$ cat src/rtl/ifmap_dbuf_ctrl_if.sv
// Write-stream and read-stream handshake bundle for the ifmap double buffer.
// master: the buffer controller; slave: stream source and array feeder.
interface ifmap_dbuf_ctrl_if;
  logic in_valid;
  logic in_ready;
  logic wadr_en;
  logic radr_en;
  logic out_valid;
  logic out_ready;

  modport master (
    input  in_valid,
    input  out_ready,
    output in_ready,
    output wadr_en,
    output radr_en,
    output out_valid
  );

  modport slave (
    output in_valid,
    output out_ready,
    input  in_ready,
    input  wadr_en,
    input  radr_en,
    input  out_valid
  );
endinterface

$ cat src/rtl/ifmap_dbuf_ctrl.sv
// Ifmap double-buffer sequencer: fill/run/drain bank ping-pong per layer.
// Define IFMAP_DBUF_PERF_EN to add the stall_cycles reader-wait counter.
module ifmap_dbuf_ctrl #(
  parameter int COUNT_WIDTH = 16
) (
  input  logic                   clk,
  input  logic                   rst_n,
  input  logic                   start,
  input  logic [COUNT_WIDTH-1:0] cfg_wr_count,
  input  logic [COUNT_WIDTH-1:0] cfg_rd_count,
  input  logic [COUNT_WIDTH-1:0] cfg_num_tiles,
  output logic                   config_en,
  ifmap_dbuf_ctrl_if.master      dbuf,
  output logic                   wbank_sel,
  output logic                   switch_banks,
  output logic                   busy,
  output logic                   done
`ifdef IFMAP_DBUF_PERF_EN
  ,
  output logic [31:0]            stall_cycles
`endif
);

  localparam logic [COUNT_WIDTH-1:0] ONE = 1;

  typedef enum logic [2:0] {
    S_IDLE,
    S_CONFIG,
    S_FILL,
    S_RUN,
    S_DRAIN,
    S_DONE
  } state_t;

  state_t state, state_nx;

  logic [COUNT_WIDTH-1:0] wr_cfg, rd_cfg, nt_cfg;
  logic [COUNT_WIDTH-1:0] wr_cnt, rd_cnt;
  logic [COUNT_WIDTH-1:0] tiles_written, tiles_read;
  logic                   wr_done, rd_done;
  logic                   out_valid_q;

  logic cfg_ok, accept;
  logic last_tile_wr, wr_done_eff;
  logic in_ready, rd_en, wr_acc;
  logic wr_last, rd_last;
  logic swap, run_swap;

  assign cfg_ok = (cfg_wr_count != '0)
               && (cfg_rd_count != '0)
               && (cfg_num_tiles != '0);
  assign accept = (state == S_IDLE) && start && cfg_ok;

  // Once every tile is written the writer side is finished for good.
  assign last_tile_wr = (tiles_written == nt_cfg);
  assign wr_done_eff  = wr_done || last_tile_wr;

  assign in_ready = (state == S_FILL)
                 || ((state == S_RUN) && !wr_done_eff);
  assign rd_en = ((state == S_RUN) || (state == S_DRAIN))
              && dbuf.out_ready && !rd_done;
  assign wr_acc = dbuf.in_valid && in_ready;

  assign wr_last = wr_acc && (wr_cnt == wr_cfg - ONE);
  assign rd_last = rd_en && (rd_cnt == rd_cfg - ONE);

  // Same-cycle completions count, so the swap lands one cycle later.
  assign run_swap = (state == S_RUN)
                 && (wr_done_eff || wr_last)
                 && (rd_done || rd_last);
  assign swap = ((state == S_FILL) && wr_last) || run_swap;

  assign dbuf.in_ready  = in_ready;
  assign dbuf.wadr_en   = wr_acc;
  assign dbuf.radr_en   = rd_en;
  assign dbuf.out_valid = out_valid_q;
  assign busy           = (state != S_IDLE);

  always_comb begin
    state_nx  = state;
    config_en = 1'b0;
    done      = 1'b0;
    unique case (state)
      S_IDLE: if (accept) state_nx = S_CONFIG;
      S_CONFIG: begin
        config_en = 1'b1;
        state_nx  = S_FILL;
      end
      S_FILL: begin
        if (wr_last)
          state_nx = (nt_cfg == ONE) ? S_DRAIN : S_RUN;
      end
      S_RUN: begin
        if (run_swap && (tiles_read + ONE == nt_cfg - ONE))
          state_nx = S_DRAIN;
      end
      S_DRAIN: if (rd_last) state_nx = S_DONE;
      S_DONE: begin
        done     = 1'b1;
        state_nx = S_IDLE;
      end
      default: state_nx = S_IDLE;
    endcase
  end

  always_ff @(posedge clk) begin
    if (!rst_n) state <= S_IDLE;
    else        state <= state_nx;
  end

  always_ff @(posedge clk) begin
    if (!rst_n) begin
      wr_cfg        <= '0;
      rd_cfg        <= '0;
      nt_cfg        <= '0;
      wr_cnt        <= '0;
      rd_cnt        <= '0;
      tiles_written <= '0;
      tiles_read    <= '0;
      wr_done       <= 1'b0;
      rd_done       <= 1'b0;
      out_valid_q   <= 1'b0;
      switch_banks  <= 1'b0;
      wbank_sel     <= 1'b0;
    end else begin
      out_valid_q  <= rd_en;
      switch_banks <= swap;
      if (accept) begin
        wr_cfg        <= cfg_wr_count;
        rd_cfg        <= cfg_rd_count;
        nt_cfg        <= cfg_num_tiles;
        wr_cnt        <= '0;
        rd_cnt        <= '0;
        tiles_written <= '0;
        tiles_read    <= '0;
        wr_done       <= 1'b0;
        rd_done       <= 1'b0;
      end
      if (wr_acc) begin
        wr_cnt <= wr_cnt + ONE;
        if (wr_last) wr_done <= 1'b1;
      end
      if (rd_en) begin
        rd_cnt <= rd_cnt + ONE;
        if (rd_last) rd_done <= 1'b1;
      end
      if (swap) begin
        wbank_sel <= ~wbank_sel;
        wr_cnt    <= '0;
        rd_cnt    <= '0;
        wr_done   <= 1'b0;
        rd_done   <= 1'b0;
        if (state == S_FILL) begin
          tiles_written <= ONE;
        end else begin
          if (!last_tile_wr)
            tiles_written <= tiles_written + ONE;
          tiles_read <= tiles_read + ONE;
        end
      end
      if ((state == S_DRAIN) && rd_last) begin
        rd_cnt  <= '0;
        rd_done <= 1'b0;
      end
    end
  end

`ifdef IFMAP_DBUF_PERF_EN
  always_ff @(posedge clk) begin
    if (!rst_n || accept)
      stall_cycles <= '0;
    else if ((state == S_RUN) && rd_done
             && !wr_done_eff && (stall_cycles != '1))
      stall_cycles <= stall_cycles + 32'd1;
  end
`endif

endmodule

$ cat src/flat_wrapper.sv
// flat-port wrapper written by rule: the top's interface ports become plain ports
module ifmap_dbuf_ctrl_flat 
#(
  parameter int COUNT_WIDTH = 16
)
  (clk, rst_n, start, cfg_wr_count, cfg_rd_count, cfg_num_tiles, config_en, wbank_sel, switch_banks, busy, done, dbuf_in_valid, dbuf_out_ready, dbuf_in_ready, dbuf_wadr_en, dbuf_radr_en, dbuf_out_valid);
  ifmap_dbuf_ctrl_if dbuf_i ();
  input  logic clk;
  input  logic rst_n;
  input  logic start;
  input  logic [COUNT_WIDTH-1:0] cfg_wr_count;
  input  logic [COUNT_WIDTH-1:0] cfg_rd_count;
  input  logic [COUNT_WIDTH-1:0] cfg_num_tiles;
  output logic config_en;
  output logic wbank_sel;
  output logic switch_banks;
  output logic busy;
  output logic done;
  input wire logic [$bits(dbuf_i.in_valid)-1:0] dbuf_in_valid;
  input wire logic [$bits(dbuf_i.out_ready)-1:0] dbuf_out_ready;
  output wire logic [$bits(dbuf_i.in_ready)-1:0] dbuf_in_ready;
  output wire logic [$bits(dbuf_i.wadr_en)-1:0] dbuf_wadr_en;
  output wire logic [$bits(dbuf_i.radr_en)-1:0] dbuf_radr_en;
  output wire logic [$bits(dbuf_i.out_valid)-1:0] dbuf_out_valid;
  assign dbuf_i.in_valid = dbuf_in_valid;
  assign dbuf_i.out_ready = dbuf_out_ready;
  assign dbuf_in_ready = dbuf_i.in_ready;
  assign dbuf_wadr_en = dbuf_i.wadr_en;
  assign dbuf_radr_en = dbuf_i.radr_en;
  assign dbuf_out_valid = dbuf_i.out_valid;
  ifmap_dbuf_ctrl #(.COUNT_WIDTH(COUNT_WIDTH)) u_core (.clk(clk), .rst_n(rst_n), .start(start), .cfg_wr_count(cfg_wr_count), .cfg_rd_count(cfg_rd_count), .cfg_num_tiles(cfg_num_tiles), .config_en(config_en), .dbuf(dbuf_i), .wbank_sel(wbank_sel), .switch_banks(switch_banks), .busy(busy), .done(done));
endmodule
$ cat config.mk
export PLATFORM = sky130hd
export DESIGN_NAME = ifmap_dbuf_ctrl_flat
export DESIGN_NICKNAME = d
export VERILOG_FILES = /design/src/rtl/ifmap_dbuf_ctrl_if.sv /design/src/rtl/ifmap_dbuf_ctrl.sv /design/src/flat_wrapper.sv
export SDC_FILE = /design/constraint.sdc
export NUM_CORES = 1
export LEC_CHECK = 0
export ABC_AREA = 1
export CAP_MARGIN = 25
export CORE_UTILIZATION = 45
export CTS_BUF_LIST = sky130_fd_sc_hd__clkbuf_8
export DETAILED_ROUTE_END_ITERATION = 8
export DONT_BUFFER_PORTS = 1
export SYNTH_ARGS = -nofsm -noshare
export SYNTH_HDL_FRONTEND = slang
export SYNTH_SLANG_ARGS = --single-unit
$ cat constraint.sdc
create_clock -name clk -period 3.2 [get_ports clk]
set_input_delay 0.96 -clock clk [delete_from_list [all_inputs] [get_ports clk]]
set_output_delay 0.96 -clock clk [all_outputs]
set_load 0.02 [all_outputs]
; ---- Word-level counts from Yosys, hierarchy flattened
; Index checks and enable logic that the tools add are counted.
; Widths: inputs -> output; s select.
[classes]
add_sub_neg = 7
eq_ne = 14
n_mux = 24
n_bitwise = 2
reduce_logical = 33
[ops]
columns = op, count
row1 = $mux 16, 10
row2 = $add 16x1->16 const B, 4
row3 = $eq 16x16->1, 4
row4 = $reduce_bool 16->1, 3
row5 = $sub 16x1->16 const B, 3
row6 = $eq 16x1->1 const B, 1
row7 = $logic_and 1x1->1, 15
row8 = $mux 3, 5
row9 = $pmux 3 s5, 1
row10 = $mux 1, 8
row11 = $eq 3x2->1 const B, 2
row12 = $eq 3x3->1 const B, 2
row13 = $logic_or 1x1->1, 6
row14 = $ne 2x1->1 const B, 3
row15 = $reduce_and 4->1, 1
row16 = $reduce_bool 2->1, 2
row17 = $eq 3x1->1 const B, 1
row18 = $logic_not 3->1, 1
row19 = $reduce_bool 3->1, 1
row20 = $reduce_or 3->1, 1
row21 = $logic_not 1->1, 2
row22 = $ne 2x2->1 const B, 1
row23 = $not 1->1, 2
row24 = $reduce_or 2->1, 1
[totals]
register_bits = 120
input_bits = 53
out_inout_bits = 9
elab_cells = 93

; ---- Logic depth before layout (Yosys ltp)
; Gate-level depths: netlist of the first run.
[logic_depth]
depth_word = 13
depth_mapped = 20
ltp_nobuf = 20

; ---- Worst setup path before layout of the first run
; Ideal clock, no wire load.
[synth_timing]
kind = in2out
from = input port dbuf_out_ready
to = output port dbuf_radr_en
t_arrival_ns = 1.507
required_ns = 2.240
path_slack_ns = 0.733
stages = 4
path_buffers = 0
cell_sequence = inv_1 nor2_1 nand2_1 clkinv_1
[synth_via]
elab_chain_len = 2
[synth_rtl]
columns = item, line
row1 = start: declaration, flat_wrapper.sv:20  ; input wire logic [$bits(dbuf_i.out_ready)-1:0] dbuf_out_ready;
row2 = $logic_and 1x1->1 (2 in series), ifmap_dbuf_ctrl.sv:61  ; && dbuf.out_ready && !rd_done;
row3 = end: declaration, flat_wrapper.sv:23  ; output wire logic [$bits(dbuf_i.radr_en)-1:0] dbuf_radr_en;
; No other way between the ends.

; ---- Worst setup path in the final report of the first run
[layout_timing]
from = register u_core.nt_cfg[6]
to = output port dbuf_wadr_en
[layout_via]
elab_chain_len = 6
[layout_rtl]
columns = item, line
row1 = start: declaration, ifmap_dbuf_ctrl.sv:37  ; logic [COUNT_WIDTH-1:0] wr_cfg, rd_cfg, nt_cfg;
row2 = start signal: assignment, ifmap_dbuf_ctrl.sv:131  ; nt_cfg <= cfg_num_tiles;
row3 = $eq 16x16->1, ifmap_dbuf_ctrl.sv:55  ; assign last_tile_wr = (tiles_written == nt_cfg);
row4 = $logic_or 1x1->1, ifmap_dbuf_ctrl.sv:56  ; assign wr_done_eff = wr_done || last_tile_wr;
row5 = $logic_not 1->1, ifmap_dbuf_ctrl.sv:59  ; || ((state == S_RUN) && !wr_done_eff);
row6 = $logic_and 1x1->1, ifmap_dbuf_ctrl.sv:59
row7 = $logic_or 1x1->1, ifmap_dbuf_ctrl.sv:59
row8 = $logic_and 1x1->1, ifmap_dbuf_ctrl.sv:62  ; assign wr_acc = dbuf.in_valid && in_ready;
row9 = end: declaration, flat_wrapper.sv:22  ; output wire logic [$bits(dbuf_i.wadr_en)-1:0] dbuf_wadr_en;
; No other way between the ends.

==> impl_metrics.csv, run 1 <==
group,metric,value,unit
yosys,async_flop_share,0,%
run,maxCapViolations,0,
clocking,ctsHoldBuffers,0,
critical_path,end_kind,"output port",
detailed_routing,firstDrtPassIters,5,
floorplan,ios,62,
sta,setup_viol,0,
detailed_routing,route.detailed.drc,0,
yosys,synth-seq-area-share,30.11,%
clocking,cts_max_path_buffers,2,
floorplan,die_area,0.01827,sq mm
sta,relSlewSlack,54.91,%
yosys,synthTopCellsByArea,"dfxtp_1, nand2_1, nor2_1",
yosys,syn_inst,1285,
sta,max_freq,0.3305,GHz
clocking,cts_setup_buffers,0,
detailed_routing,wl_per_cell,14.23,microns
critical_path,crit_arrival,2.07,ns
clocking,h-tree-depth,4,
global_routing,grt_pass1_vias,7024,
pwr,max-vdd-ir-drop,0.4408,mV
sta,tightest_slew,0.6701,ns
detailed_routing,drt-initial-drc-count,511,
global_routing,antenna_found_initial,0,
floorplan,rows,48,
global_routing,grt_usage,24.87,%
critical_path,critical_path_class,"register to output port",
detailed_routing,num_vias,7902,
yosys,avgSynthCellArea,6.209,sq um
pwr,leakage,3.778,nW
critical_path,critical_path_required,2.24,ns
global_routing,grt_max_degree,58,
critical_path,cp.buffers_inverters,1,
cells_and_area,areaGrowthSynthToFinish,8.264,%
floorplan,die_w,135.2,microns
critical_path,ff2ff_setup_slack,0.44,ns
floorplan,start_util,46.13,%
clocking,clk_latency,0.45,ns
critical_path,slowest_delay,0.49,ns
yosys,ys_types,49,
sta,slew_violations,0,
yosys,synth_edf_count,0,
critical_path,worst_path_most_repeated_cell,"nor2_1",
yosys,yosysWarnings,0,
yosys,post-synth-top-area-cell,"dfxtp_1",
clocking,cts_tree,"yes",
cells_and_area,instances_no_fill,1523,
clocking,post_cts_resized,0,
critical_path,crit_family,"flip-flops",
cells_and_area,final_layout_size_suffix_gt1_share,7.550,%
placement,dp.cells,1491,
global_routing,grt-ovfl-total,0,
clocking,cts-root-buf,"clkbuf_8",
clocking,clk_pin_slew,0.07,ns
cells_and_area,mostFrequentLayoutCells,"nand2_1, nor2_1, inv_1",
yosys,synth_ff_type,"dfxtp_1",
cells_and_area,diodes,0,
sta,setup_tns,0,ns
sta,rsz0062_at_grt,"false",
min_path,hp-class,"register to register",
placement,io_buffer_count,0,
pwr,power,6.437,mW
detailed_routing,wirelength,21670,microns
yosys,syn_area,0.007979,sq mm
sta,min_period,3.025,ns
critical_path,start_kind,"register",
yosys,ys_ff_latch,120,
cells_and_area,final_common_cell,"nand2_1",
clocking,cts_made_buffers,17,
sta,finalClockSkew,0.01018,ns
placement,gp_congestion,0.8628,
sta,hold_violations,0,
cells_and_area,num-fill-cells,1834,
pwr,power_density,745.2,mW/mm^2
sta,finalCritPeriodShare,94.55,%
critical_path,path_max_fanout,8,
floorplan,fp.dieH,135.2,microns
cells_and_area,fin_nets,1346,
run_status,status,"finished clean",
global_routing,grt_pass1_wl,35260,microns
critical_path,critical-path-slowest-cell,"dfxtp_1",
clocking,clock-sinks,120,
placement,dp_hpwl,16540,microns
critical_path,crit_chain,"xor2_1 > nor2_1 > nand2_1 > nor2_1 > nand2_4 > nand3_2 > a21oi_4 > buf_4",
placement,place_ws,0.3368,ns
detailed_routing,via_per_inst,5.188,
floorplan,core,0.01730,sq mm
sta,timing.final.ws_setup,0.1745,ns
yosys,post-synth-top-area-fraction,30.11,%
detailed_routing,ant_nets,0,
yosys,synth_nets,1346,
area by class of cell:
type / instances / area (sq um) / share of cell area, %
Sequential cell: 120 / 2402 / 27.81
Clock inverter: 10 / 101.3 / 1.173
Inverter: 139 / 523.0 / 6.054
Tap cell: 225 / 281.5 / 3.259
Multi-Input combinational cell: 993 / 4897 / 56.69
Timing Repair Buffer: 14 / 130.1 / 1.506
Clock buffer: 22 / 302.8 / 3.505
kinds of logic (layout without fill, tap and decap cells):
logic type | after synthesis | count (layout) | synth area share, %
buf+inv | 172 | 185 | 8.546
fa+ha+maj | 8 | 8 | 1.255
compound gates | 208 | 208 | 14.77
flops | 120 | 120 | 30.11
xor+xnor | 63 | 63 | 6.915
simple gates | 714 | 714 | 38.40
power by group:
part           internal [mW]  switching, mW
registers               1.70          0.258
clock network          0.783          0.639
logic                   1.02           2.03
total                   3.51           2.93
per-layer routing:
metal | wire length [microns] | GRT usage, %
met5 | 0 | 0
met1 | 10550 | 34.38
met2 | 9833 | 39.09
met4 | 296 | 7.491
met3 | 989 | 4.602
synthesized netlist by cell type (all sizes together) (8+ instances only):
master / number
buf: 11
o211ai: 8
clkbuf: 22
nand3b: 8
inv: 137
nor3: 14
nand2: 385
o21ai: 104
a21oi: 74
nor2: 194
xor2: 51
nand4: 16
ha: 8
nand3: 75
xnor2: 12
dfxtp: 120
nor4: 14
final timing paths:
path | from | end | depth (start not counted)
setup / recovery | u_core.nt_cfg[6]$_SDFFE_PN0P_ | dbuf_wadr_en | 8
hold / removal | u_core.wr_done$_SDFF_PP0_ | u_core.wr_done$_SDFF_PP0_ | 2
setup reg to reg | u_core.wr_cfg[0]$_SDFFE_PN0P_ | u_core.tiles_written[2]$_SDFF_PN0_ | 17
hold reg to reg | u_core.wr_done$_SDFF_PP0_ | u_core.wr_done$_SDFF_PP0_ | 2
worst reg2reg max path: cells and delay by family, from the launching register on:
family	cells	cell delay, ns
simple gates	12	1.36
compound gates	1	0.14
flops	1	0.33
fa+ha+maj	1	0.23
buf+inv	3	0.59
through the flow:
stage / hold slack [ns] / utilization [%] / area (sq um)
2_1_floorplan: 0.4445 / - / 7979
3_3_place_gp: 0.4544 / 47.61 / 8234
3_5_place_dp: 0.4581 / 47.61 / 8234
4_1_cts: 0.4686 / 49.94 / 8638
5_1_grt: 0.4980 / 49.94 / 8638
6_report: 0.4695 / 49.94 / 8638
flip-flops by register name, summed over array words and instances, names as in the netlist:
| register | count |
|---|---|
| u_core.dbuf.out_valid | 1 |
| u_core.nt_cfg | 16 |
| u_core.rd_cfg | 16 |
| u_core.rd_cnt | 16 |
| u_core.rd_done | 1 |
| u_core.state | 3 |
| u_core.switch_banks | 1 |
| u_core.tiles_read | 16 |
| u_core.tiles_written | 16 |
| u_core.wbank_sel | 1 |
| u_core.wr_cfg | 16 |
| u_core.wr_cnt | 16 |
| u_core.wr_done | 1 |
Note: power is estimated with default switching activity, not from simulation.
==> run 2, diff against run 1 <==
Settings changed: SLEW_MARGIN set to 40.
==> results of run 2 <==
The final DEF is identical to that of run 1; final timing and power are the same.
==> run 3, diff against run 2 <==
Settings changed: CAP_MARGIN 25 to 20, HOLD_SLACK_MARGIN set to 0.12.
==> results of run 3 <==
The final DEF is identical to that of run 1; final timing and power are the same.
